<file path="config.mk">
export PLATFORM = sky130hd
export DESIGN_NAME = priority_encoder_8to3_flat
export DESIGN_NICKNAME = d
export VERILOG_FILES = /design/src/rtl/priority_encoder_pkg.sv /design/src/rtl/priority_encoder_if.sv /design/src/rtl/priority_encoder_behav.sv /design/src/rtl/priority_encoder_struct.sv /design/src/rtl/priority_encoder_8to3.sv /design/src/flat_wrapper.sv
export SDC_FILE = /design/constraint.sdc
export NUM_CORES = 1
export LEC_CHECK = 0
export BUFFER_PORTS_ARGS = -buffer_cell sky130_fd_sc_hd__buf_2
export CAP_MARGIN = 5
export CORE_AREA = 2 2 39 41
export CTS_CLUSTER_DIAMETER = 30
export DETAILED_ROUTE_END_ITERATION = 8
export DIE_AREA = 0 0 41 43
export PLACE_DENSITY_LB_ADDON = 0.2
export SETUP_SLACK_MARGIN = 0.15
export SKIP_CTS_REPAIR_TIMING = 1
export SKIP_LAST_GASP = 1
export SYNTH_ARGS = -nofsm -noshare
export SYNTH_HDL_FRONTEND = slang
export SYNTH_SLANG_ARGS = --single-unit
</file>
<file path="constraint.sdc">
create_clock -name clk -period 0.8 [get_ports clk]
set_input_delay 0.24 -clock clk [delete_from_list [all_inputs] [get_ports clk]]
set_output_delay 0.24 -clock clk [all_outputs]
set_load 0.01 [all_outputs]
</file>
<file path="src/rtl/priority_encoder_pkg.sv">
// Shared widths, the no-request index and the result bundle used by the
// registered 8-to-3 priority encoder and its self-check path.
package priority_encoder_pkg;

    localparam int IN_W  = 8;
    localparam int OUT_W = 3;

    // Index reported when no request bit is set; valid distinguishes it from bit 0.
    localparam logic [OUT_W-1:0] NO_REQ_IDX = 3'b000;

    typedef struct packed {
        logic [OUT_W-1:0] idx;
        logic             valid;
    } enc_result_t;

    localparam enc_result_t ENC_RESET = '{idx: NO_REQ_IDX, valid: 1'b0};

endpackage : priority_encoder_pkg

</file>
<file path="src/rtl/priority_encoder_if.sv">
// Request vector and registered encoder results. There is no handshake:
// `in` is sampled on every rising clk edge, and the results follow one cycle later.
interface priority_encoder_if;
    import priority_encoder_pkg::*;

    logic [IN_W-1:0]  in;
    logic [OUT_W-1:0] out;
    logic             valid;
    logic [OUT_W-1:0] out_struct;
    logic             valid_struct;
    logic             mismatch;

    modport master (
        output in,
        input  out,
        input  valid,
        input  out_struct,
        input  valid_struct,
        input  mismatch
    );

    modport slave (
        input  in,
        output out,
        output valid,
        output out_struct,
        output valid_struct,
        output mismatch
    );

endinterface : priority_encoder_if

</file>
<file path="src/rtl/priority_encoder_behav.sv">
// Behavioural priority encoder: casez chain from bit 7 (highest) down to bit 0.
module priority_encoder_behav
    import priority_encoder_pkg::*;
(
    input  logic [IN_W-1:0]  in,
    output logic [OUT_W-1:0] out,
    output logic             valid
);

    always_comb begin
        out   = NO_REQ_IDX;
        valid = 1'b1;
        casez (in)
            8'b1???????: out = 3'd7;
            8'b01??????: out = 3'd6;
            8'b001?????: out = 3'd5;
            8'b0001????: out = 3'd4;
            8'b00001???: out = 3'd3;
            8'b000001??: out = 3'd2;
            8'b0000001?: out = 3'd1;
            8'b00000001: out = 3'd0;
            default: begin
                out   = NO_REQ_IDX;
                valid = 1'b0;
            end
        endcase
    end

endmodule : priority_encoder_behav

</file>
<file path="src/rtl/priority_encoder_struct.sv">
// Gate-level priority encoder built from AND/OR/NOT only; an independent
// implementation of the same function, used to cross-check the behavioural path.
module priority_encoder_struct
    import priority_encoder_pkg::*;
(
    input  logic [IN_W-1:0]  in,
    output logic [OUT_W-1:0] out,
    output logic             valid
);

    logic n2, n4, n5, n6;

    assign n2 = ~in[2];
    assign n4 = ~in[4];
    assign n5 = ~in[5];
    assign n6 = ~in[6];

    assign out[2] = in[7] | in[6] | in[5] | in[4];
    assign out[1] = in[7] | in[6] | (n5 & n4 & (in[3] | in[2]));
    // Each term is guarded by the inverted higher bits that would otherwise override it.
    assign out[0] = in[7]
                  | (n6 & in[5])
                  | (n6 & n4 & in[3])
                  | (n6 & n4 & n2 & in[1]);

    assign valid = |in;

endmodule : priority_encoder_struct

</file>
<file path="src/rtl/priority_encoder_8to3.sv">
// Registered 8-to-3 priority encoder: the behavioural result drives out/valid,
// the structural result is registered alongside and compared every cycle.
module priority_encoder_8to3
    import priority_encoder_pkg::*;
(
    input  logic               clk,
    input  logic               rst_n,
    priority_encoder_if.slave  bus
);

    enc_result_t behav_comb;
    enc_result_t struct_comb;
    logic        mismatch_comb;

    enc_result_t behav_q;
    enc_result_t struct_q;
    logic        mismatch_q;

    priority_encoder_behav u_behav (
        .in    (bus.in),
        .out   (behav_comb.idx),
        .valid (behav_comb.valid)
    );

    priority_encoder_struct u_struct (
        .in    (bus.in),
        .out   (struct_comb.idx),
        .valid (struct_comb.valid)
    );

    // Compare the two encoders on the same sample, before either is registered.
    assign mismatch_comb = |(behav_comb ^ struct_comb);

    always_ff @(posedge clk or negedge rst_n) begin
        if (!rst_n) begin
            behav_q    <= ENC_RESET;
            struct_q   <= ENC_RESET;
            mismatch_q <= 1'b0;
        end else begin
            behav_q    <= behav_comb;
            struct_q   <= struct_comb;
            mismatch_q <= mismatch_comb;
        end
    end

    assign bus.out          = behav_q.idx;
    assign bus.valid        = behav_q.valid;
    assign bus.out_struct   = struct_q.idx;
    assign bus.valid_struct = struct_q.valid;
    assign bus.mismatch     = mismatch_q;

endmodule : priority_encoder_8to3

</file>
<file path="src/flat_wrapper.sv">
// flat-port wrapper written by rule: the top's interface ports become plain ports
module priority_encoder_8to3_flat import priority_encoder_pkg::*;
  (clk, rst_n, bus_in, bus_out, bus_valid, bus_out_struct, bus_valid_struct, bus_mismatch);
  priority_encoder_if bus_i ();
  input  logic clk;
  input  logic rst_n;
  input wire logic [$bits(bus_i.in)-1:0] bus_in;
  output wire logic [$bits(bus_i.out)-1:0] bus_out;
  output wire logic [$bits(bus_i.valid)-1:0] bus_valid;
  output wire logic [$bits(bus_i.out_struct)-1:0] bus_out_struct;
  output wire logic [$bits(bus_i.valid_struct)-1:0] bus_valid_struct;
  output wire logic [$bits(bus_i.mismatch)-1:0] bus_mismatch;
  assign bus_i.in = bus_in;
  assign bus_out = bus_i.out;
  assign bus_valid = bus_i.valid;
  assign bus_out_struct = bus_i.out_struct;
  assign bus_valid_struct = bus_i.valid_struct;
  assign bus_mismatch = bus_i.mismatch;
  priority_encoder_8to3 u_core (.clk(clk), .rst_n(rst_n), .bus(bus_i));
endmodule
</file>
# ---- After elaboration in Yosys (flattened, before gate mapping)
# Cells that the tools add are included.
dict set report totals {
  reg_bits 9
  latch_bits 0
  ram_bits 0
  mem_bits_ro 0
  inputBits 10
  output_inout_bits 9
  elab_cells 37
  n_memories 0
}
dict set report classes {
  add_sub_neg 0
  multipliers 0
  div 0
  order_cmp 0
  eq_ne 7
  shifts 0
  n_mux 2
  n_bitwise 20
  reduce_logical 3
}
# cell n
set ops {}
lappend ops {{3-bit case mux with 7 select lines} 1}
lappend ops {{8-bit OR reduction} 2}
lappend ops {{8-bit by 1-bit == test with 1-bit output, second input constant} 1}
lappend ops {{1-bit bitwise OR} 8}
lappend ops {{1-bit AND} 7}
lappend ops {{7-bit by 1-bit == test with 1-bit output, second input constant} 1}
lappend ops {{6-bit by 1-bit == test with 1-bit output, second input constant} 1}
lappend ops {{5-bit by 1-bit == test with 1-bit output, second input constant} 1}
lappend ops {{4-bit by 1-bit == test with 1-bit output, second input constant} 1}
lappend ops {{1-bit NOT} 4}
lappend ops {{4-bit OR reduction} 1}
lappend ops {{4-bit XOR} 1}
lappend ops {{3-bit by 1-bit == test with 1-bit output, second input constant} 1}
lappend ops {{2-bit by 1-bit == test with 1-bit output, second input constant} 1}
lappend ops {{1-bit two-way mux} 1}

# ---- Logic depth before layout (Yosys ltp)
dict set report depth {
  word_depth 7
  mapped_depth 3
  mapped_depth_nobuf 3
}

# ---- Cells and area by module
# From an unflattened synthesis, not the netlist that was laid out.
dict set report unflattened {
  cells_unflattened 38
  area_unflattened_um2 390.4
}
# mod instances cells_each area_each_um2 seq_area_each_um2
set modules_own_cells {}
lappend modules_own_cells {priority_encoder_8to3 1 14 266.5 225.2}
lappend modules_own_cells {priority_encoder_struct 1 12 66.3 0.0}
lappend modules_own_cells {priority_encoder_behav 1 12 57.6 0.0}

# ---- Worst setup path before layout
# OpenSTA, ideal clock, no wires.
dict set report synth_timing {
  kind {input to register}
  startpoint {input port bus_in[3]}
  endpoint {register u_core.behav_q, in the netlist u_core.bus.valid}
  setup_time_ns 0.138
  arrival_ns 0.517
  slack_ns 0.145
  path_stages 2
  path_buffers 0
  path_cell_list {nor2_1 -> nand4_1}
}
# element line_no
set synth_rtl {}
lappend synth_rtl {{start, declared} flat_wrapper.sv:7} ;# input wire logic [$bits(bus_i.in)-1:0] bus_in;
lappend synth_rtl {{end signal, assigned} priority_encoder_8to3.sv:40} ;# behav_q <= behav_comb;
lappend synth_rtl {{end, declared} priority_encoder_8to3.sv:15} ;# enc_result_t behav_q;

# ---- Worst setup path after layout
dict set report layout_timing {
  startpoint {register u_core.struct_q, in the netlist u_core.bus.valid_struct}
  endpoint {output port bus_valid_struct}
}
# element line_no
set layout_rtl {}
lappend layout_rtl {{start, declared} priority_encoder_8to3.sv:16} ;# enc_result_t struct_q;
lappend layout_rtl {{start signal, assigned} priority_encoder_8to3.sv:41} ;# struct_q <= struct_comb;
lappend layout_rtl {{end, declared} flat_wrapper.sv:11} ;# output wire logic [$bits(bus_i.valid_struct)-1:0] bus_valid_struct;
# No word-level cell between the ends.

==> results.sh <==
export IMPL_status="finished, violations left"
export IMPL_violations="negative setup slack"
export IMPL_vdd_ir_drop_max_mv=0.682
export IMPL_start_kind="register"
export IMPL_syn_avg_cell_area_sq_um=12.2
export IMPL_die_x_microns=41
export IMPL_grt_pass1_wl_microns=1100
export IMPL_dp_hpwl_microns=486
export IMPL_vias=264
export IMPL_power_mw=0.917
export IMPL_ys_ff_latch=9
export IMPL_final_core_util_pct=34.8
export IMPL_stdcell_count=65
export IMPL_cts_tree="yes"
export IMPL_syn_num_nets=36
export IMPL_grt_pass1_vias=283
export IMPL_synth_cell_types=11
export IMPL_clock_root_buffer="clkbuf_4"
export IMPL_clk_pin_slew_ns=0.06
export IMPL_rsz0062_at_grt="yes"
export IMPL_cpPeakStageDelay_ns=0.36
export IMPL_period_share_pct=123
export IMPL_area_delta_synth_final_pct=51.6
export IMPL_first_iter_violations=2
export IMPL_place_inst=60
export IMPL_dieArea_sq_um=1760
export IMPL_core_sq_um=1380
export IMPL_grt_max_degree=10
export IMPL_cp_top_family="flip-flops"
export IMPL_synth_top_family_by_area="compound AO/OA/AOI/OAI gates"
export IMPL_synth_cells=26
export IMPL_netlist_area_sq_um=318
export IMPL_grt_antenna_before_repair=0
export IMPL_grt_overflow_total=0
export IMPL_hold_viol_final=0
export IMPL_yosys_warnings=0
export IMPL_gp_congestion=0.586
export IMPL_p_leak_nw=0.207
export IMPL_ys_seq_area_share_pct=70.9
export IMPL_finalWorstSetupSlack_ns=-0.186
export IMPL_drive_above_1_share_pct=53.1
export IMPL_cp_required_ns=0.56
export IMPL_initial_core_util_pct=23.0
export IMPL_cpMaxStageDelayCell="dfrtp_1"
export IMPL_ant_nets=0
export IMPL_cts_max_level=1
export IMPL_wl_per_cell_microns=9.12
export IMPL_crit_fanout=1
export IMPL_setup_viol=9
export IMPL_rows=14
export IMPL_cp_end_kind="primary output"
export IMPL_fin_crit_ns=0.986
export IMPL_numCtsBuffers=3
export IMPL_routed_wl_microns=593
export IMPL_synth_simple_area_share_pct=11.8
export IMPL_die_y_microns=43
export IMPL_powerDensity_nw_per_um2=1900
export IMPL_nets=60
export IMPL_path_buf_inv=1
export IMPL_dr_pass1_iters=3
export IMPL_cap_violations=0
export IMPL_port_buffers=18
export IMPL_clock_sinks=9
export IMPL_via_per_inst=4.06
export IMPL_io_pins=19
export IMPL_n_antenna_cell=0
export IMPL_drv_slew=0
export IMPL_synth_compound_area_share_pct=13.8
export IMPL_fmax_mhz=1010
export IMPL_crit_arrival_ns=0.75
export IMPL_worstPathCellList="buf_2"
export IMPL_track_usage_pct=9.56
export IMPL_min_path_type="input pin to register"
export IMPL_worstSetupPathType="register to primary output"
export IMPL_yosys_area_share_adder_pct=0
export IMPL_clk_path_buf_depth=2
export IMPL_synthMuxAreaShare_pct=0
export IMPL_synth_xor_area_share_pct=0
export IMPL_holdWs_ns=0.210
export IMPL_drc=0
-- path summary, 6_finish.rpt --
path / startpoint / endpoint / slack (ns) / cells past startpoint
min in group asynchronous: rst_n / u_core.bus.out[2] / 0.37 / 2
max in group asynchronous: rst_n / u_core.bus.out_struct[0] / 0.26 / 2
hold / removal: bus_in[0] / u_core.bus.valid / 0.21 / 3
setup / recovery: u_core.bus.valid_struct / bus_valid_struct / -0.19 / 1
-- per-stage QoR --
stage | TNS [ns] | setup slack (ns) | area [sq um]
after floorplan | 0 | 0.151 | 320
after global placement | -0.0671 | -0.0261 | 430
after detailed placement | -0.160 | -0.0662 | 430
after CTS | -1.67 | -0.200 | 457
after global routing | -1.90 | -0.217 | 482
final | -1.56 | -0.186 | 482
-- cell usage after synthesis --
library cell	number	area (sq um)
o31ai_1	4	30.0
nand4_1	2	12.5
conb_1	1	3.75
inv_2	1	3.75
dfrtp_1	9	225
a21oi_2	1	8.76
nor2_1	3	11.3
nor2_2	1	6.26
inv_1	1	3.75
a21oi_1	1	5.00
nand2_1	2	7.51
-- registers in the layout, summed over array words and instances, names as in the netlist --
signal	count
u_core.bus.mismatch	1
u_core.bus.valid	1
u_core.bus.valid_struct	1
u_core.bus.out_struct	3
u_core.bus.out	3
-- cells by family (layout without fill, tap and decap cells) --
logic type | after synthesis | after routing
compound gates | 6 | 6
flops | 9 | 9
simple gates | 8 | 8
buf+inv | 2 | 25
other cells | 1 | 1
-- placed cells by master, fill, tap and decap left out --
cell and n:
o31ai_1 4, a21oi_2 1, buf_6 2, dfrtp_1 9
clkbuf_1 1, inv_2 1, nor2_1 1, nand4_1 2
nor2_2 3, a21oi_1 1, nand2_1 2, dlygate4sd3_1 1
conb_1 1, clkbuf_4 3, inv_1 1, buf_2 16
-- power breakdown --
group / internal [mW] / switching (mW) / total (mW)
clock network: 0.191 / 0.138 / 0.329
registers: 0.473 / 0.00423 / 0.477
logic: 0.0484 / 0.0627 / 0.111
-- routing by layer --
layer	share of wire (%)	vias up	track usage (%)
met5	0	-	0
met3	8.3	0	1.57
met4	0	0	10.0
met2	51	14	13.8
met1	40	116	10.7
li1	-	134	-
-- area by class of cell --
type,count,area (sq um)
flip-flops and latches,9,225
clock buffers,4,26.3
multi-input cells,15,90.1
repair buffers,19,113
well taps,16,20.0
fillers,142,902
inverters,2,7.51
(Power assumes the default switching activity.)
